[src/rtl/tdm_mux_param.sv]
// Time-division multiplexer: scans enabled channels onto one registered
// output, holding each for a programmable dwell period.
module tdm_mux_param #(
  parameter int NUM_CH  = 4,
  parameter int DATA_W  = 2,
  parameter int DWELL_W = 4,
  localparam int CH_W   = $clog2(NUM_CH)
) (
  input  logic                     clk,
  input  logic                     rst,
  input  logic [NUM_CH*DATA_W-1:0] in_bus,
  input  logic [NUM_CH-1:0]        ch_en,
  input  logic [DWELL_W-1:0]       dwell,
  input  logic                     hold,
  output logic [DATA_W-1:0]        out,
  output logic [CH_W-1:0]          out_ch,
  output logic                     out_valid,
  output logic                     frame_start
);

  logic [CH_W-1:0]    ptr_q, ptr_d;
  logic [DWELL_W-1:0] dwell_cnt_q, dwell_cnt_d;
  logic [DWELL_W-1:0] slot_len_q, slot_len_d;
  logic [DATA_W-1:0]  out_q, out_d;
  logic [CH_W-1:0]    out_ch_q, out_ch_d;
  logic               out_valid_q, out_valid_d;
  logic               frame_start_q, frame_start_d;

  logic [DATA_W-1:0]  ch_data [NUM_CH];
  logic [CH_W-1:0]    low_ch;
  logic [CH_W-1:0]    hi_ch;
  logic               hi_found;
  logic [CH_W-1:0]    sel;

  function automatic logic [CH_W-1:0] wrap_inc(
    input logic [CH_W-1:0] c
  );
    return (c == CH_W'(NUM_CH - 1)) ? '0 : c + 1'b1;
  endfunction

  always_comb begin
    for (int k = 0; k < NUM_CH; k++) begin
      ch_data[k] = in_bus[k*DATA_W +: DATA_W];
    end
  end

  // Wrapped search = first enabled at/above ptr, else lowest enabled.
  always_comb begin
    low_ch   = '0;
    hi_ch    = '0;
    hi_found = 1'b0;
    for (int k = NUM_CH - 1; k >= 0; k--) begin
      if (ch_en[k]) begin
        low_ch = CH_W'(k);
        if (CH_W'(k) >= ptr_q) begin
          hi_ch    = CH_W'(k);
          hi_found = 1'b1;
        end
      end
    end
    sel = hi_found ? hi_ch : low_ch;
  end

  always_comb begin
    ptr_d         = ptr_q;
    dwell_cnt_d   = dwell_cnt_q;
    slot_len_d    = slot_len_q;
    out_d         = out_q;
    out_ch_d      = out_ch_q;
    out_valid_d   = out_valid_q;
    frame_start_d = frame_start_q;
    if (hold) begin
      ptr_d = ptr_q;
    end else if (ch_en == '0) begin
      ptr_d         = '0;
      dwell_cnt_d   = '0;
      out_d         = '0;
      out_ch_d      = '0;
      out_valid_d   = 1'b0;
      frame_start_d = 1'b0;
    end else if (dwell_cnt_q == '0) begin
      out_d         = ch_data[sel];
      out_ch_d      = sel;
      out_valid_d   = 1'b1;
      slot_len_d    = dwell;
      frame_start_d = (sel == low_ch);
      if (dwell == '0) begin
        ptr_d = wrap_inc(sel);
      end else begin
        dwell_cnt_d = DWELL_W'(1);
      end
    end else begin
      out_d         = ch_data[out_ch_q];
      out_valid_d   = 1'b1;
      frame_start_d = 1'b0;
      if (dwell_cnt_q == slot_len_q) begin
        dwell_cnt_d = '0;
        ptr_d       = wrap_inc(out_ch_q);
      end else begin
        dwell_cnt_d = dwell_cnt_q + 1'b1;
      end
    end
  end

  always_ff @(posedge clk) begin
    if (rst) begin
      ptr_q         <= '0;
      dwell_cnt_q   <= '0;
      slot_len_q    <= '0;
      out_q         <= '0;
      out_ch_q      <= '0;
      out_valid_q   <= 1'b0;
      frame_start_q <= 1'b0;
    end else begin
      ptr_q         <= ptr_d;
      dwell_cnt_q   <= dwell_cnt_d;
      slot_len_q    <= slot_len_d;
      out_q         <= out_d;
      out_ch_q      <= out_ch_d;
      out_valid_q   <= out_valid_d;
      frame_start_q <= frame_start_d;
    end
  end

  assign out         = out_q;
  assign out_ch      = out_ch_q;
  assign out_valid   = out_valid_q;
  assign frame_start = frame_start_q;

endmodule
[config.mk]
export PLATFORM = sky130hd
export DESIGN_NAME = tdm_mux_param
export DESIGN_NICKNAME = d
export VERILOG_FILES = /design/src/rtl/tdm_mux_param.sv
export SDC_FILE = /design/constraint.sdc
export NUM_CORES = 1
export LEC_CHECK = 0
export BUFFER_PORTS_ARGS = -buffer_cell sky130_fd_sc_hd__buf_2
export CAP_MARGIN = 20
export CORE_MARGIN = 3
export CORE_UTILIZATION = 48
export DETAILED_ROUTE_END_ITERATION = 7
export PLACE_DENSITY_LB_ADDON = 0.25
export SLEW_MARGIN = 10
export SYNTH_ARGS = -nofsm -noshare
export SYNTH_HDL_FRONTEND = slang
export SYNTH_SLANG_ARGS = --single-unit
[constraint.sdc]
create_clock -name clk -period 1.65 [get_ports clk]
set_input_delay 0.2475 -clock clk [delete_from_list [all_inputs] [get_ports clk]]
set_output_delay 0.2475 -clock clk [all_outputs]
set_load 0.01 [all_outputs]
# Yosys cells after proc, flatten, opt, wreduce, memory -nomap -nowiden
# Index checks and enable logic that the tools add are counted.
dict set report word_totals {
  ff_bits 16
  latchBits 0
  mem_bits_rw 0
  mem_bits_ro 0
  input_bits 19
  output_inout_bits 6
  wordCells 79
  n_memories 0
}
dict set report op_classes {
  n_addsub 3
  multipliers 0
  div 0
  magnitude_cmp 6
  eq_ne 6
  shifts 0
  muxes 44
  n_bitwise 4
  n_reduce_logical 9
}
# op count
set op_table {}
lappend op_table {{$mux W2} 27}
lappend op_table {{$mux W4} 4}
lappend op_table {{$logic_not A4 Y1} 3}
lappend op_table {{$mux W1} 11}
lappend op_table {{$bmux W2 S2} 2}
lappend op_table {{$ge A3 B3 Y1 const B} 2}
lappend op_table {{$not A2 Y3} 2}
lappend op_table {{$reduce_and A3 Y1} 2}
lappend op_table {{$add A2 B1 Y2 const B} 2}
lappend op_table {{$add A4 B1 Y4 const B} 1}
lappend op_table {{$eq A2 B2 Y1 const B} 2}
lappend op_table {{$eq A4 B4 Y1} 1}
lappend op_table {{$ge A1 B2 Y1 const A} 2}
lappend op_table {{$ge A2 B2 Y1 const A} 2}
lappend op_table {{$reduce_and A2 Y1} 2}
lappend op_table {{$ne A3 B2 Y1 const B} 1}
lappend op_table {{$ne A3 B3 Y1 const B} 1}
lappend op_table {{$reduce_bool A3 Y1} 1}
lappend op_table {{$eq A2 B2 Y1} 1}
lappend op_table {{$not A1 Y1} 2}
lappend op_table {{$reduce_bool A2 Y1} 1}

# Logic depth before layout (Yosys ltp)
# Gate-level depths: netlist of run 1.
dict set report depth {
  word_depth 16
  mapped_depth 9
  mapped_depth_nobuf 8
}

# Worst setup path before layout of run 1
# Ideal clock, no wire load.
dict set report synth_path {
  path_type {register to register}
  start {reg dwell_cnt_q[0]}
  end {reg dwell_cnt_q[3]}
  setup_ns 0.114
  t_arrival_ns 1.581
  required_ns 1.536
  slack_ns -0.045
  path_stages_with_launch 10
  path_buffers 1
  period_less_slack_ns 1.695
  path_cell_list {dfxtp_1 inv_1 ha_1 or3b_1 clkbuf_2 nor2_2 a21oi_4 nand4_1 xor2_1 nor2_1}
}
dict set report synth_between {
  elab_chain_len 4
  word_cells_on_any_way 8
  classes_between {add/sub (1); eq/ne (2); mux (3); reduce/logical (2)}
}
# element line
set synth_lines {}
lappend synth_lines {{from (decl)} 22} ;# logic [DWELL_W-1:0] dwell_cnt_q, dwell_cnt_d;
lappend synth_lines {{from (signal assigned)} 116} ;# dwell_cnt_q <= dwell_cnt_d;
lappend synth_lines {{$add A4 B1 Y4 or $eq A4 B4 Y1 (tied branches)} {100, 96}}
lappend synth_lines {{$mux W4} 96} ;# if (dwell_cnt_q == slot_len_q) begin
lappend synth_lines {{$mux W4} 81} ;# end else if (dwell_cnt_q == '0) begin
lappend synth_lines {{$mux W4} 74} ;# end else if (ch_en == '0) begin
# Parallel ways exist; a longest one is shown, timed or not.
# A chain may end at the register's enable or synchronous reset.

# Worst setup path in the final report of run 1
dict set report layout_path {
  start {reg dwell_cnt_q[1]}
  end {reg dwell_cnt_q[3]}
}
# The elaborated chain is that of the path after synthesis.

==> summary.txt, run 1 <==
Layout
  – Leading cell types in the layout, fill and taps excluded: 24 x buf_2, 18 x buf_4, 14 x a21oi_1, 14 x dfxtp_1, 12 x nor2_1
  – Commonest non-fill, non-tap cell in the layout: buf_2
  – Non-filler instance count after layout: 200
  – Number of diodes: 0
  – Nets: 196
  – Fin area: 0.00152 mm^2
  – Area Overhead vs Synth: 34.5%
  – Share of layout cells above drive strength 1: 42.8%

Min path
  – HP Class: in -> reg
  – Worst Hold End: slot_len_q[2]
  – Hold path startpoint: dwell[2]
  – Hold depth: 3

Global route
  – All-layer global routing usage: 22.9%
  – Vias in the first global route: 1117
  – Largest net degree at the start of global routing: 15
  – Total grt overflow: 0
  – Initial antenna violation count: 0
  – First-pass GRT wire length: 4.90 mm

Routing
  – Vias per cell: 5.80
  – Drt total wl: 3.04 mm
  – DR vias: 1159
  – WL/cell: 15.2 um
  – Starting DRT DRC Count: 26
  – Detail Route Antenna Nets: 0
  – First-pass DRT Iterations: 4
  – Residual DRC: 0

Power and ir drop
  – Lkg Pwr: 0.672 nW
  – Final Power: 1.14 mW
  – VDD IR max: 0.000572 V
  – Power per Cell Area: 753 mW/mm^2

Setup path
  – WP data required: 1.84 ns
  – Reg-to-reg endpoint: dwell_cnt_q[3]
  – WS Path Type: reg -> reg
  – R2R Path Start: dwell_cnt_q[1]
  – R2r setup slk: -0.07 ns
  – Worst setup EP type: register
  – Startpoint Class: register
  – Crit path arrival time: 1.91 ns
  – CP max FO: 6
  – Cells on worst reg2reg path: 8

Die
  – Row count: 16
  – Starting density of the core: 54.2%
  – Total die area: 0.00297 mm^2
  – I/O Pins: 25
  – Die Y: 54.5 um
  – Core ar.: 0.00208 mm^2
  – Die Width: 54.5 um

STA
  – Max Clock Skew: 0.00587 ns
  – Pins Over Slew Limit: 0
  – Worst slew pin tran: 0.343 ns
  – Slew HR: 77.0%
  – Setup tns final: -0.118 ns
  – Min Tclk post-route: 1.72 ns
  – Final worst-path cycle share: 105%
  – Max Clk Rate: 580 MHz
  – Final Hold Viols: 0
  – Worst setup margin: -0.0743 ns
  – Final setup fails: 3
  – RSZ-0062 raised after global routing: true

Synthesis
  – Mapped Cells: 131
  – Largest family of logic cells by synthesized area: compound AO/OA/AOI/OAI gates
  – Netlist Area Pre-Place: 0.00113 mm^2
  – Post-Synth Simple-Gate Area: 22.7%
  – Mux contribution to synthesized area: 9.31%
  – Netlist cell types: 42
  – Post-Syn Nets: 153
  – Syn avg cell area: 8.62 um^2
  – Post-synthesis xor/xnor area fraction: 5.43%
  – Ys flop type: dfxtp_1
  – Post-synth EDFFs: 0
  – Async S/R FF share, synth: 0%
  – Flops & latches, synth: 16
  – Adder-cell share of the synthesized area: 4.21%
  – Synth Area in Compound Gates: 24.7%
  – YS warnings: 0
  – Post-synthesis sequential area ratio: 28.4%

Placement
  – Placer Congestion: 0.732
  – Placement Setup Slack: -0.114 ns
  – # port buffers: 24
  – Placed cells: 193
  – Placed wire-length estimate: 2.34 mm
  – Placed cell areas: 0.00143 mm^2

Clock network
  – Reg clk slew, reported paths: 0.10 ns
  – H-tree depth: 1
  – CTS tree: yes
  – Sink Count: 16
  – Clock Latency Late Sink: 0.29 ns
  – Root Buffer: clkbuf_4
  – Bufs on Longest Clock Path: 2
  – TritonCTS Buffers: 3

Run status
  – Failing checks: setup timing
  – Status: finished, violations left

Job
  – MaxCap Viol Count: 0
==> worst max-delay path by stage <==
stage / start / slack (ns) / depth (start not counted) / endpoint
final: dwell_cnt_q[1] / -0.07 / 8 / dwell_cnt_q[3]
after CTS: dwell_cnt_q[1] / -0.01 / 8 / ptr_q[0]
after global routing: dwell_cnt_q[1] / -0.14 / 8 / dwell_cnt_q[3]
after global placement: dwell_cnt_q[1] / -0.05 / 7 / dwell_cnt_q[1]
after detailed placement: dwell_cnt_q[1] / -0.11 / 7 / dwell_cnt_q[1]
after floorplan: dwell_cnt_q[1] / -0.003 / 8 / dwell_cnt_q[1]
==> critical path, cell delays in order (launching register included) <==
cell and delay [ns]:
dfxtp_2 0.34, inv_2 0.07, ha_4 0.13, or3b_4 0.43, nor2_4 0.14, a21oi_4 0.10, nand4_1 0.12, xor2_1 0.20
nor2_1 0.08
==> through the flow <==
| step | hold slack [ns] | utilization (%) |
|---|---|---|
| after detailed placement | 0.465 | 68.6 |
| after global placement | 0.454 | 68.6 |
| after CTS | 0.219 | 71.6 |
| after global routing | 0.234 | 72.9 |
| final | 0.218 | 72.9 |
| after floorplan | 0.312 | - |
==> cells in the mapped netlist, types with 2 or more instances <==
master	count	area, um^2
ha_1	3	37.5
nor2_1	14	52.6
mux2i_1	6	60.1
a21o_1	3	22.5
nand2b_1	4	25.0
o22ai_1	2	12.5
mux4_2	2	45.0
a22o_1	2	17.5
o21ai_0	4	20.0
nand3_1	2	10.0
clkbuf_1	2	7.51
a21oi_1	17	85.1
or2b_1	2	15.0
inv_1	7	26.3
xor2_1	7	61.3
nand2_1	10	37.5
dfxtp_1	16	320
or3_1	2	12.5
nand4_1	2	12.5
o2bb2ai_2	2	30.0
==> layout make-up <==
| cell class | instances | area (um^2) |
|---|---|---|
| tap | 27 | 33.8 |
| multi-input combinational | 102 | 801 |
| inverter | 7 | 26.3 |
| timing repair buffer | 44 | 295 |
| sequential | 16 | 325 |
| fill | 164 | 564 |
| clock buffer | 4 | 36.3 |
==> report_power, final <==
group	leakage [nW]	total (mW)	internal (mW)	switching, mW
Sequential	0.132	0.442	0.417	0.0257
Combinational	0.519	0.433	0.216	0.217
Clock	0.0210	0.268	0.135	0.134
Total	0.672	1.14	0.767	0.377
==> registers in the layout, summed over array words and instances, names as in the netlist <==
signal       count
dwell_cnt_q      4
frame_start      1
out              2
out_ch           2
out_valid        1
ptr_q            2
slot_len_q       4
==> repair_timing <==
| action | in CTS | in global routing |
|---|---|---|
| endpoints found under the setup margin | 10 | 11 |
| hold buffers | 0 | 0 |
| pin swaps | 4 | 3 |
| gates resized for setup | 3 | 6 |
| buffers inserted | 2 | 1 |
==> logic make-up after synthesis <==
kind of cell | after synthesis
muxes | 8
adders and majority gates | 4
xor gates and xnor gates | 7
DFF | 16
AOI/OAI and AO/OA | 38
buffers and inverters | 13
and+or+nand+nor | 45
==> layer usage <==
metal / global-route usage (%) / part of all wire, % / vias to the layer above
li1: - / - / 554
met1: 27.3 / 41 / 559
met2: 41.4 / 52 / 38
met3: 2.18 / 4.8 / 8
met4: 9.13 / 2.0 / 0
met5: 0 / 0 / -
Power figures use the tool's default switching activity.
==> inputs of run 2 (changes only) <==
CORE_UTILIZATION = 50   (was 48)
CTS_BUF_LIST = sky130_fd_sc_hd__clkbuf_4 sky130_fd_sc_hd__clkbuf_8   (was default)
==> run 2 against run 1 <==
Against the previous run:
- the flow still finishes with violations (setup timing)
- critical path type unchanged
- first-iteration DRC count decreased by 23%
- global-route usage decreased by 1.4 points
- clock skew decreased by 0.0054 ns
==> summary.txt, run 2 (same netlist as run 1, synthesis figures left out) <==
Power and ir drop
  – VDD IR max: 0.000528 V
  – Lkg Pwr: 0.681 nW
  – Power per Cell Area: 721 mW/mm^2

Global route
  – Vias in the first global route: 1057
  – All-layer global routing usage: 21.5%
  – Largest net degree at the start of global routing: 15
  – First-pass GRT wire length: 4.60 mm
  – Initial antenna violation count: 0
  – Total grt overflow: 0

Job
  – MaxCap Viol Count: 0

STA
  – Min Tclk post-route: 1.67 ns
  – Pins Over Slew Limit: 0
  – Final setup fails: 3
  – Setup tns final: -0.0220 ns
  – RSZ-0062 raised after global routing: true
  – Final worst-path cycle share: 101%
  – Final Hold Viols: 0
  – Worst slew pin tran: 0.364 ns
  – Worst setup margin: -0.0214 ns
  – Max Clk Rate: 598 MHz
  – Slew HR: 75.7%
  – Max Clock Skew: 0.000424 ns

Layout
  – Number of diodes: 0
  – Fin area: 0.00153 mm^2
  – Area Overhead vs Synth: 35.1%
  – Commonest non-fill, non-tap cell in the layout: buf_2
  – Fillers: 152
  – Share of layout cells above drive strength 1: 43.8%
  – Biggest registers after layout: dwell_cnt_q x4, slot_len_q x4
  – Nets: 199
  – Leading cell types in the layout, fill and taps excluded: 24 x buf_2, 21 x buf_4, 16 x a21oi_1

Routing
  – Detail Route Antenna Nets: 0
  – Vias per cell: 5.54
  – WL/cell: 13.5 um
  – Starting DRT DRC Count: 20
  – DR vias: 1125
  – Drt total wl: 2.75 mm
  – First-pass DRT Iterations: 4
  – Residual DRC: 0

Die
  – Die Width: 53.5 um
  – Total die area: 0.00286 mm^2
  – Starting density of the core: 55.3%
  – I/O Pins: 25
  – Core ar.: 0.00204 mm^2
  – Die Y: 53.5 um
  – Row count: 16

Setup path
  – Worst setup EP type: register
  – CP max FO: 6
  – WP data required: 1.83 ns
  – Slowest cell on crit path: or3b_4
  – CP peak stage delay: 0.43 ns
  – Crit path arrival time: 1.85 ns
  – CP top delay family: simple AND/OR/NAND/NOR gates
  – CP bufs+invs: 1
  – WS Path Type: reg -> reg
  – Crit path cell chain: inv_2 -> ha_4 -> or3b_4 -> nor2_4 -> a21oi_4 -> nand4_1 -> xor2_1 -> nor2_1
  – Startpoint Class: register

Placement
  – # port buffers: 24
  – Placed wire-length estimate: 2.04 mm
  – Placed cell areas: 0.00142 mm^2
  – Placer Congestion: 0.792

Clock network
  – Hold buffer count at CTS: 0
  – Sink Count: 16
  – Bufs on Longest Clock Path: 2
  – CTS tree: yes
  – Clock Latency Late Sink: 0.28 ns
  – H-tree depth: 1
  – Root Buffer: clkbuf_4
  – TritonCTS Buffers: 3
  – Reg clk slew, reported paths: 0.09 ns

Run status
  – Status: finished, violations left
  – Failing checks: setup timing

Min path
  – HP Class: in -> reg
## run 2: what timing repair did
item | in CTS | in global routing
setup endpoints to repair | 15 | 14
gates cloned | 0 | 0
resized for setup | 3 | 9
pin swaps | 1 | 11
setup buffers | 4 | 0
## run 2: cell type report
cell class | instances | area [um^2] | share of cell area, %
clock buffer | 4 | 30.0 | 1.97
tap | 27 | 33.8 | 2.21
timing repair buffer | 47 | 300 | 19.7
sequential | 16 | 325 | 21.3
multi-input combinational | 102 | 810 | 53.1
inverter | 7 | 26.3 | 1.72
## run 2: worst min-delay path, stage by stage
cell     delay (ns)
buf_2          0.10
mux2i_1        0.06
nor2_1         0.07
## run 2: report_power, final
group | internal, mW | leakage (nW) | switching (mW)
Sequential | 0.417 | 0.132 | 0.0223
Clock | 0.110 | 0.0184 | 0.122
Combinational | 0.217 | 0.530 | 0.211
## run 2: final timing paths
| kind | from | end | slack [ns] | cells past startpoint |
|---|---|---|---|---|
| hold / removal | dwell[0] | slot_len_q[0] | 0.23 | 3 |
| setup / recovery | dwell_cnt_q[1] | dwell_cnt_q[3] | -0.02 | 8 |
| setup reg to reg | dwell_cnt_q[1] | dwell_cnt_q[3] | -0.02 | 8 |
| hold reg to reg | frame_start | frame_start | 0.47 | 2 |
## run 2: routing by layer
layer | routed length (um) | track usage [%] | part of all wire [%] | vias up
met5 | 0 | 0 | 0 | -
met4 | 12 | 5.53 | 0.44 | 0
met3 | 84 | 1.69 | 3.1 | 2
met2 | 1410 | 37.8 | 51 | 20
met1 | 1240 | 28.0 | 45 | 544
li1 | - | - | - | 559
## run 2: metrics by stage
| step | power [mW] | hold WS [ns] | util (%) | setup WS (ns) | std cells |
|---|---|---|---|---|---|
| after global routing | 1.18 | 0.251 | 74.7 | -0.107 | 203 |
| after CTS | 1.08 | 0.219 | 72.9 | -0.0201 | 203 |
| after floorplan | 0.695 | 0.312 | - | -0.00340 | 131 |
| after detailed placement | 0.831 | 0.459 | 69.4 | -0.121 | 195 |
| final | 1.10 | 0.227 | 74.7 | -0.0214 | 203 |
| after global placement | 0.818 | 0.455 | 69.4 | -0.0634 | 195 |
